[config.mk]
export PLATFORM = sky130hd
export DESIGN_NAME = jtpopeye_objdraw
export DESIGN_NICKNAME = d
export VERILOG_FILES = /design/src/rtl/jtpopeye_objdraw.sv
export SDC_FILE = /design/constraint.sdc
export NUM_CORES = 1
export LEC_CHECK = 0
export ABC_CLOCK_PERIOD_IN_PS = 3300
export CAP_MARGIN = 25
export CORE_ASPECT_RATIO = 1.75
export CORE_MARGIN = 5
export CORE_UTILIZATION = 55
export CTS_CLUSTER_SIZE = 8
export DETAILED_ROUTE_END_ITERATION = 7
export PLACE_DENSITY = 0.76
export RECOVER_POWER = 100
export SETUP_SLACK_MARGIN = 0.1
export SLEW_MARGIN = 20
export SYNTH_ARGS = -nofsm -noshare
export SYNTH_HDL_FRONTEND = slang
export SYNTH_SLANG_ARGS = --single-unit
[constraint.sdc]
create_clock -name clk -period 3.3 [get_ports clk]
set_clock_uncertainty 0.2 [all_clocks]
set_input_delay 0.99 -clock clk [delete_from_list [all_inputs] [get_ports clk]]
set_output_delay 0.99 -clock clk [all_outputs]
set_load 0.01 [all_outputs]
[src/rtl/jtpopeye_objdraw.sv]
// Object line renderer: fetches one 2bpp pattern row per 4-pixel slot and serialises it
// through three round-robin pixel shifters, merging them so the oldest opaque object wins.
module jtpopeye_objdraw #(
   parameter int ROM_AW = 12
) (
   input  logic              rst_n,
   input  logic              clk,
   input  logic              pxl_cen,
   input  logic [7:0]        H,
   input  logic              HB,
   input  logic [17:0]       DJ,
   output logic              rom_cs,
   output logic [ROM_AW-1:0] rom_addr,
   input  logic [15:0]       rom_data,
   input  logic              rom_ok,
   output logic [4:0]        obj_pxl,
   output logic [7:0]        drop_cnt
);
   typedef enum logic [1:0] {IDLE, FETCH, READY} state_t;

   state_t      st;
   logic        slot0, slot3, start, handoff;
   logic [2:0]  ent_pal;
   logic [1:0]  ent_off;
   logic        ent_hflip;
   logic [15:0] ent_pat;

   logic [2:0]  ser_pal   [3];
   logic        ser_hflip [3];
   logic [15:0] ser_pat   [3];
   logic [1:0]  ser_dly   [3];
   logic [3:0]  ser_cnt   [3];
   logic [2:0]  bit_idx   [3];
   logic [1:0]  ser_col   [3];
   logic        ser_emit  [3];
   logic [1:0]  rr;
   logic [1:0]  idx;
   logic        found;
   logic [4:0]  pxl_nx;
   logic        unused_h;

   function automatic logic [7:0] sat_inc(input logic [7:0] v);
      return (v == 8'hFF) ? v : v + 8'd1;
   endfunction

   function automatic logic [1:0] ring(input logic [1:0] base, input logic [1:0] k);
      logic [2:0] sum;
      sum = {1'b0, base} + {1'b0, k};
      return (sum >= 3'd3) ? 2'(sum - 3'd3) : sum[1:0];
   endfunction

   assign unused_h = ^H[7:2];
   assign slot0    = pxl_cen && (H[1:0] == 2'b00);
   assign slot3    = pxl_cen && (H[1:0] == 2'b11);
   assign handoff  = (st == READY) && slot0;
   // READY is also a valid start state so that consecutive slots can be back-to-back
   assign start    = slot0 && !HB && (DJ[16:14] != 3'd0) && (st != FETCH);

   always_ff @(posedge clk or negedge rst_n) begin
      if (!rst_n) begin
         st       <= IDLE;
         rom_cs   <= 1'b0;
         rom_addr <= '0;
         drop_cnt <= '0;
      end else if (start) begin
         st       <= FETCH;
         rom_cs   <= 1'b1;
         rom_addr <= ROM_AW'({DJ[17], DJ[10:4], DJ[3:1], DJ[0]});
      end else begin
         case (st)
            FETCH: begin
               if (rom_ok) begin
                  rom_cs <= 1'b0;
                  st     <= READY;
               end else if (slot3) begin
                  rom_cs   <= 1'b0;
                  drop_cnt <= sat_inc(drop_cnt);
                  st       <= IDLE;
               end
            end
            READY:   if (slot0) st <= IDLE;
            default: st <= IDLE;
         endcase
      end
   end

   always_ff @(posedge clk) begin
      if (start) begin
         ent_pal   <= DJ[16:14];
         ent_off   <= DJ[13:12];
         ent_hflip <= DJ[11];
      end
      if (st == FETCH && rom_ok) ent_pat <= rom_data;
   end

   // Serialiser bank: current pixel of each shifter, then oldest-first merge
   always_comb begin
      for (int s = 0; s < 3; s++) begin
         bit_idx[s]  = ser_hflip[s] ? 3'(4'd8 - ser_cnt[s]) : 3'(ser_cnt[s] - 4'd1);
         ser_col[s]  = {ser_pat[s][{1'b1, bit_idx[s]}], ser_pat[s][{1'b0, bit_idx[s]}]};
         ser_emit[s] = (ser_cnt[s] != 4'd0) && (ser_dly[s] == 2'd0);
      end
      pxl_nx = 5'd0;
      found  = 1'b0;
      idx    = 2'd0;
      // rr points at the least recently loaded shifter, i.e. the oldest one
      for (int k = 0; k < 3; k++) begin
         idx = ring(rr, 2'(k));
         if (!found && ser_emit[idx] && ser_col[idx] != 2'b00) begin
            pxl_nx = {ser_pal[idx], ser_col[idx]};
            found  = 1'b1;
         end
      end
   end

   always_ff @(posedge clk or negedge rst_n) begin
      if (!rst_n) begin
         rr      <= 2'd0;
         obj_pxl <= 5'd0;
         for (int s = 0; s < 3; s++) begin
            ser_cnt[s] <= 4'd0;
            ser_dly[s] <= 2'd0;
         end
      end else if (pxl_cen) begin
         obj_pxl <= HB ? 5'd0 : pxl_nx;
         for (int s = 0; s < 3; s++) begin
            if (handoff && rr == 2'(s)) begin
               ser_cnt[s] <= 4'd8;
               ser_dly[s] <= ent_off;
            end else if (ser_cnt[s] != 4'd0) begin
               if (ser_dly[s] != 2'd0) ser_dly[s] <= ser_dly[s] - 2'd1;
               else                    ser_cnt[s] <= ser_cnt[s] - 4'd1;
            end
         end
         if (handoff) begin
            assert (ser_cnt[rr] == 4'd0);
            rr <= (rr == 2'd2) ? 2'd0 : rr + 2'd1;
         end
      end
   end

   always_ff @(posedge clk) begin
      for (int s = 0; s < 3; s++) begin
         if (handoff && rr == 2'(s)) begin
            ser_pal[s]   <= ent_pal;
            ser_hflip[s] <= ent_hflip;
            ser_pat[s]   <= ent_pat;
         end
      end
   end
endmodule

==> metrics <==
sequential fraction of the synthesis area=0.5745; num rows=52; worst skew pair latency=0.41 ns; initial antenna violation count=0; fill count=780; die extent in x=91.40 um; largest net degree at the start of global routing=27; yosys warns=0; nets=628; Post-synth top flop=edfxtp_1; Total GRT Usage=0.2147; R2R cell count=12; Yosys top cell by area=edfxtp_1; WP data arrival=3.25 ns; WHS Path Cells=0; Worst Slack Setup Final=0.1904 ns; f_max=321.6 MHz; share of post-route cells with drive strength above 1=0.2048; status=finished clean; RR Startpoint=ser_cnt[1]$_DFFE_PN0P_; clock root cell=clkbuf_16; # IOs=73; number of hold buffers added after cts=0; Fin. Hold Viols=0; Async SR Flop Fraction=0.3692; final instance area=0.007949 mm^2; via density per instance=5.993; drt first-iter violations=214; Syn Nets=522; clock slew at reported path FFs=0.06 ns; Slew @ Worst Pin=1.361 ns; mean post-synth cell area=13.80 um^2; Yosys top cell area share=0.3861; Tot Pwr=6.941 mW; antenna viol nets, final=0; Setup CP Type=flop to flop; Synth Cell Area=0.006377 mm^2; Setup WS pre-CTS=-0.004074 ns; Pins Over Slew Limit=0; Area Overhead vs Synth=24.64%; IO Port Bufs=66; commonest non-fill, non-tap cell in the layout=edfxtp_1; total leakage power=3.129 nW; period utilization=0.9423; global-route wire length before repair=23060 um; CTS Sinks=130; hold_sp=ent_pat[5]$_DFFE_PP_; Worst setup EP type=flop; worst hold path type=flop to flop; CTS tree=yes; PwrDens=873.2 mW/mm^2; Yosys cell types=59; max cap viols=0; CP Max Fanout=6; total CTS buffers=17; WL final=14660 um; synth top area cells=edfxtp_1 (39%), dfrtp_1 (19%), mux4_2 (4.9%); detailed-route DRC error count=0; Register-to-Register Setup Slack=0.19 ns; Final Wtd Congestion=0.9597; Hold Path End=ser_pat[0][37]$_DFFE_PP_; WL per Instance=20.47 um; final setup violation count=0; WP data required=3.44 ns; Hold Slack=0.2826 ns; RSZ-0062 raised after global routing=no; Initial Utilization=0.5569; Overflow after GRT=0; CP Launch Type=flop; capturing point of the worst reg2reg path=obj_pxl[0]$_DFFE_PN0P_; worst rel slew slack=0.09285; vias in the first global route=4466; clock buffer depth=2; Post-synth EDFFs=82; vias post-DR=4291; first drt pass iteration count=5; die area=0.01393 mm^2; peak supply drop=0.0007345 V; antenna cells=0; dpl hpwl=10740 um; dpl cell area=0.007337 mm^2; Post-Synthesis Cells=462; Die Span Y=152.5 um; CTS H-Tree Depth=4; #FFs+latches synth=130; Core Area=0.01145 mm^2; commonest cells after routing, fill and taps aside=edfxtp_1 (82), dlygate4sd3_1 (49), dfrtp_1 (48); Final min period=3.110 ns
==> Yosys cell counts (all sizes together) (6+ instances only) <==
cell     n
nor2    34
clkbuf   6
nand3    8
inv     23
ha      13
a21oi   12
mux2i   17
xor2     6
mux2    27
dfrtp   48
buf     10
mux4    24
nand2b   6
a211oi   6
nor3     6
nand2   39
xnor2   13
a31oi    7
o21ai   23
edfxtp  82
==> power breakdown <==
group	switching (mW)	total (mW)	internal [mW]
logic	1.66	3.08	1.42
clock network	0.700	1.78	1.08
registers	0.145	2.08	1.93
total	2.50	6.94	4.44
==> logic make-up (layout without fill, tap and decap cells) <==
family / Yosys count / after routing / synth area share
flops: 130 / 130 / 0.5745
simple gates: 121 / 121 / 0.09045
compound gates: 70 / 70 / 0.07887
mux: 68 / 68 / 0.1656
buf+inv: 40 / 159 / 0.03551
xor+xnor: 20 / 20 / 0.02963
fa+ha+maj: 13 / 13 / 0.02551
==> layer usage <==
| metal | vias up | GRT usage | wire [um] |
|---|---|---|---|
| li1 | 1949 | - | - |
| met1 | 2146 | 0.2104 | 4971 |
| met2 | 143 | 0.4049 | 8533 |
| met3 | 53 | 0.04447 | 538 |
| met4 | 0 | 0.1168 | 614 |
| met5 | - | 0 | 0 |
==> final cells by class <==
| type | count | area, um^2 | area share |
|---|---|---|---|
| Clock buffer | 20 | 457.9 | 0.05761 |
| Clock inverter | 12 | 107.6 | 0.01354 |
| Inverter | 23 | 86.33 | 0.01086 |
| Multi-Input combinational cell | 292 | 2527 | 0.3180 |
| Sequential cell | 130 | 3664 | 0.4609 |
| Tap cell | 135 | 168.9 | 0.02125 |
| Timing Repair Buffer | 104 | 937.1 | 0.1179 |
==> state kept, by name, indices dropped and copies added, names as in the netlist <==
name and cells:
st 2, ent_pal 3, ser_dly 6, rom_addr 12
ser_pal 9, ser_pat 48, rom_cs 1, drop_cnt 8
ent_pat 16, ser_cnt 12, obj_pxl 5, ent_hflip 1
rr 2, ser_hflip 3, ent_off 2
==> how the worst max path moves through the flow <==
stage | endpoint | from
floorplan | rom_addr[10]$_DFFE_PN0P_ | H[1]
global placement | ser_pat[0][13]$_DFFE_PP_ | pxl_cen
detailed placement | ser_dly[5]$_DFFE_PN0P_ | pxl_cen
CTS | obj_pxl[1]$_DFFE_PN0P_ | ser_cnt[9]$_DFFE_PN0P_
global route | ser_pat[0][26]$_DFFE_PP_ | pxl_cen
finish | obj_pxl[0]$_DFFE_PN0P_ | ser_cnt[1]$_DFFE_PN0P_
==> per-stage QoR <==
stage,util,cells,setup TNS (ns)
CTS,0.6914,708,0
finish,0.6942,716,0
global placement,0.6407,674,0
detailed placement,0.6407,674,-0.004074
floorplan,-,462,0
global route,0.6942,716,0
==> what timing repair did <==
item / CTS / global route
gates resized for setup: 0 / 10
gates cloned: 0 / 0
pin swaps: 0 / 10
setup endpoints to repair: 1 / 5
setup buffers: 2 / 8
==> worst max-delay path, cell delays in order, from the launching register on <==
cell	delay [ns]
dfrtp_1	0.37
inv_1	0.07
ha_1	0.20
and2_4	0.17
o21a_1	0.20
or2_4	0.29
mux2_4	0.32
a221oi_4	0.34
a31oi_4	0.18
a211oi_4	0.32
buf_4	0.16
o21bai_1	0.07
a21boi_1	0.14
No activity file was read; power rests on OpenSTA's default activity.
==> variant 1 (same settings) <==
Make the reset (`rst_n`) synchronous in 2 clocked blocks.
--- a/src/rtl/jtpopeye_objdraw.sv
+++ b/src/rtl/jtpopeye_objdraw.sv
@@ -58,3 +58,3 @@
 
-   always_ff @(posedge clk or negedge rst_n) begin
+   always_ff @(posedge clk) begin
       if (!rst_n) begin
@@ -115,3 +115,3 @@
 
-   always_ff @(posedge clk or negedge rst_n) begin
+   always_ff @(posedge clk) begin
       if (!rst_n) begin
Function: differs if rst_n is asserted again (counterexample within 4 cycles, from zero or initial values and one cycle with rst_n low); with rst_n held inactive, the same outputs for 4 cycles.
==> variant 1 against the unedited design <==
- design area rose by 0.19%
- worst setup slack improved by 4.4 ps
- via count rose by 5.3%
- sequential cell count did not move
- critical path depth fell by 3
- synthesized area rose by 0.84%
- sequential share of layout area fell by 0.84 points
- routed wire length fell by 0.16%
- largest cell class unchanged
Power is not compared: it rests on default switching activity, and its combinational part moved more than twofold at a synthesized area within 25%.
==> variant 1: results (changes against the unedited design) <==
status finished, final reports clean; met2 wire length 8460 um (-0.89%); asr flop ratio synth 0% (-37 points); DRT iter0 DRCs 273 (+28%); vias in the first global route 4738 (+6.1%); Critical R2R Launch ser_cnt[0][0]; syn_area_per_cell 12.7 um2 (-7.7%); synthesized cell area 6430 um2 (+0.84%); R2R Path End obj_pxl[2]; dpl cell area 7460 um2 (+1.6%); final net count 666 (+6.1%); Detailed Place HPWL 11100 um (+3.3%); mux cell area share after synthesis 14.2% (-2.4 points); DRT Wirelength 14600 um (-0.16%); top cells by count, synth 100 x edfxtp_1, 47 x mux2i_1, 35 x nor2_1; Post-Synth XOR/XNOR Area 2.88% (-0.083 points); Worst Setup SP pxl_cen; pin count of the biggest net entering global routing 34 (+26%); Placed Cells 723 (+7.3%); DRT met1 WL 5060 um (+1.8%); routability cong. 0.829 (-14%); Netlist cell types 68 (+15%); Vias/cell 5.99 (-0.13%); first-pass GRT wire length 23300 um (+1.0%); adder-cell share of the synthesized area 2.33% (-0.22 points); complex-gate fraction of the synthesized area 6.36% (-1.5 points); setup bufs post-CTS 0 (-2); fraction of layout cells with a size suffix above 1 14.7% (-5.8 points); Seq/Total Area, Yosys 56.0% (-1.4 points); Arrival @ worst endpoint 3060 ps (-190 ps)
[variant 1: area by class of cell]
class | instances | area [um2]
clock buffers | 19 | 453
clock inverters | 13 | 97.6
fillers | 843 | 3550
inverters | 21 | 82.6
multi-input cells | 329 | 2620
flip-flops and latches | 130 | 3600
well taps | 135 | 169
repair buffers | 108 | 938
[variant 1: per-layer routing]
| metal | GRT usage (%) | vias to the layer above |
|---|---|---|
| li1 | - | 2116 |
| met1 | 21.1 | 2233 |
| met2 | 40.6 | 130 |
| met3 | 4.48 | 40 |
| met4 | 11.6 | 0 |
| met5 | 0 | - |
[variant 1: per-stage QoR]
stage	hold slack (ps)	power, mW	utilization (%)
CTS	286	4.03	69.6
floorplan	240	2.13	-
global placement	252	2.28	64.8
finish	277	3.99	69.2
global route	300	4.14	69.2
detailed placement	272	2.30	64.8
==> variant 2 (config.mk and constraints unchanged) <==
Without the edit above. Set the parameter `ROM_AW` to 14 (it was 12).
--- a/src/rtl/jtpopeye_objdraw.sv
+++ b/src/rtl/jtpopeye_objdraw.sv
@@ -3,3 +3,3 @@
 module jtpopeye_objdraw #(
-   parameter int ROM_AW = 12
+   parameter int ROM_AW = 14
 ) (
Interface: changed (resized rom_addr); port bits go from 73 to 75. No check against the original RTL was run, so the function may have changed too.
==> variant 2 against the unedited design <==
- power increased by 1.4%
- sequential share of layout area decreased by 0.21 points
- synthesized area about the same
- design area increased by 0.46%
- critical path type is now in2reg
- utilization increased by 0.32 points
- sequential cell count unchanged
- highest routed layer unchanged
- routed wire length increased by 0.11%
- worst setup slack got worse by 38 ps
==> variant 2: results (changes against the unedited design) <==
CP max-delay cell dlygate4sd3_1; status finished, final reports clean; Worst VDD drop 664 uV (-9.6%); Worst Hold End ser_pat[0][0]; Post-Synth XOR/XNOR Area 2.37% (-0.59 points); R2R Path End obj_pxl[3]; Worst path top cell family by delay buffers and inverters; vias in the first global route 4560 (+2.1%); Critical R2R Launch ser_cnt[4]; NetSw 2.44 mW (-2.4%); top cells by count, synth 82 x edfxtp_1, 50 x nand2_1, 48 x dfrtp_1; fraction of layout cells with a size suffix above 1 17.6% (-2.9 points); Detailed Place HPWL 10900 um (+1.9%); GRT Total Usage 21.7% (+0.26 points); complex-gate fraction of the synthesized area 8.31% (+0.42 points); routability cong. 0.899 (-6.3%); LEAKAGE 3.18 nW (+1.8%); worst-skew pair later-pin latency 420 ps; Slowest Stage Delay on Critical Path 560 ps (+190 ps); mux cell area share after synthesis 14.9% (-1.7 points); pin count of the biggest net entering global routing 49 (+81%); DRT iter0 DRCs 261 (+22%); worst hold path type reg2reg; R2R setup slack 210 ps (+20 ps); critical path fanouts, max 23 (+17); Worst-Margin Slew 1220 ps (-144 ps); Worst Setup SP pxl_cen; vias 4366 (+1.7%); DR pass1 iterations 4 (-1); hold_sp ent_pat[0]; adder-cell share of the synthesized area 2.55% (about the same); WL/cell 19.9 um (-2.9%); path depth of the worst reg2reg path 9 (-3); first-pass GRT wire length 23300 um (+1.1%); Seq/Total Area, Yosys 57.4% (about the same); CP endpoint ser_pat[0][34]; Synth area leaders edfxtp_1 39%, dfrtp_1 19%, mux2i_1 6.6%; Netlist cell types 62 (+5.1%); Arrival @ worst endpoint 3030 ps (-220 ps); fill count 814 (+4.4%)
[variant 2: power groups by stage]
stage | logic (mW) | clock network, mW | registers [mW]
after detailed placement | 2.83 | 0 | 2.10
after global placement | 2.74 | 0 | 2.08
after CTS | 2.88 | 2.08 | 2.07
after floorplan | 2.04 | 0 | 2.12
final | 2.92 | 2.05 | 2.07
after global routing | 3.18 | 2.17 | 2.09
[variant 2: through the flow]
step                      std cells  instance area [um2]  hold slack, ps  util, %  setup WS, ps
after floorplan                 498                 6390             240        -         -8.26
after global placement          703                 7330             265     64.0         -24.1
after detailed placement        703                 7330             278     64.0         -34.2
after CTS                       735                 8000             291     69.8           119
after global routing            738                 7990             299     69.7          60.5
final                           738                 7990             281     69.7           152
[variant 2: repair_timing]
item | in CTS | in global routing
gates cloned | 0 | 0
endpoints found under the setup margin | 3 | 5
hold buffers | 0 | 0
buffers inserted | 0 | 3
pin swaps | 0 | 5
resized for setup | 3 | 9
[variant 2: cell type report]
type / instances / share of cell area [%]
Sequential cell: 130 / 45.9
Multi-Input combinational cell: 328 / 31.9
Timing Repair Buffer: 95 / 11.0
Clock buffer: 18 / 5.37
Clock inverter: 14 / 2.85
Tap cell: 135 / 2.12
Inverter: 18 / 0.877
[variant 2: layer usage]
metal	global-route usage (%)	wire length [um]	up-vias
met5	0	0	-
met4	14.3	730	0
met3	4.40	537	44
met2	38.7	8280	121
met1	22.4	5120	2151
li1	-	-	2050
[variant 2: cells by family (layout without fill, tap and decap cells)]
| logic type | Yosys count | in the layout |
|---|---|---|
| mux | 74 | 74 |
| other cells | 1 | 2 |
| fa+ha+maj | 13 | 13 |
| compound gates | 81 | 81 |
| simple gates | 144 | 144 |
| buf+inv | 40 | 145 |
| flops | 130 | 130 |
| xor+xnor | 14 | 14 |
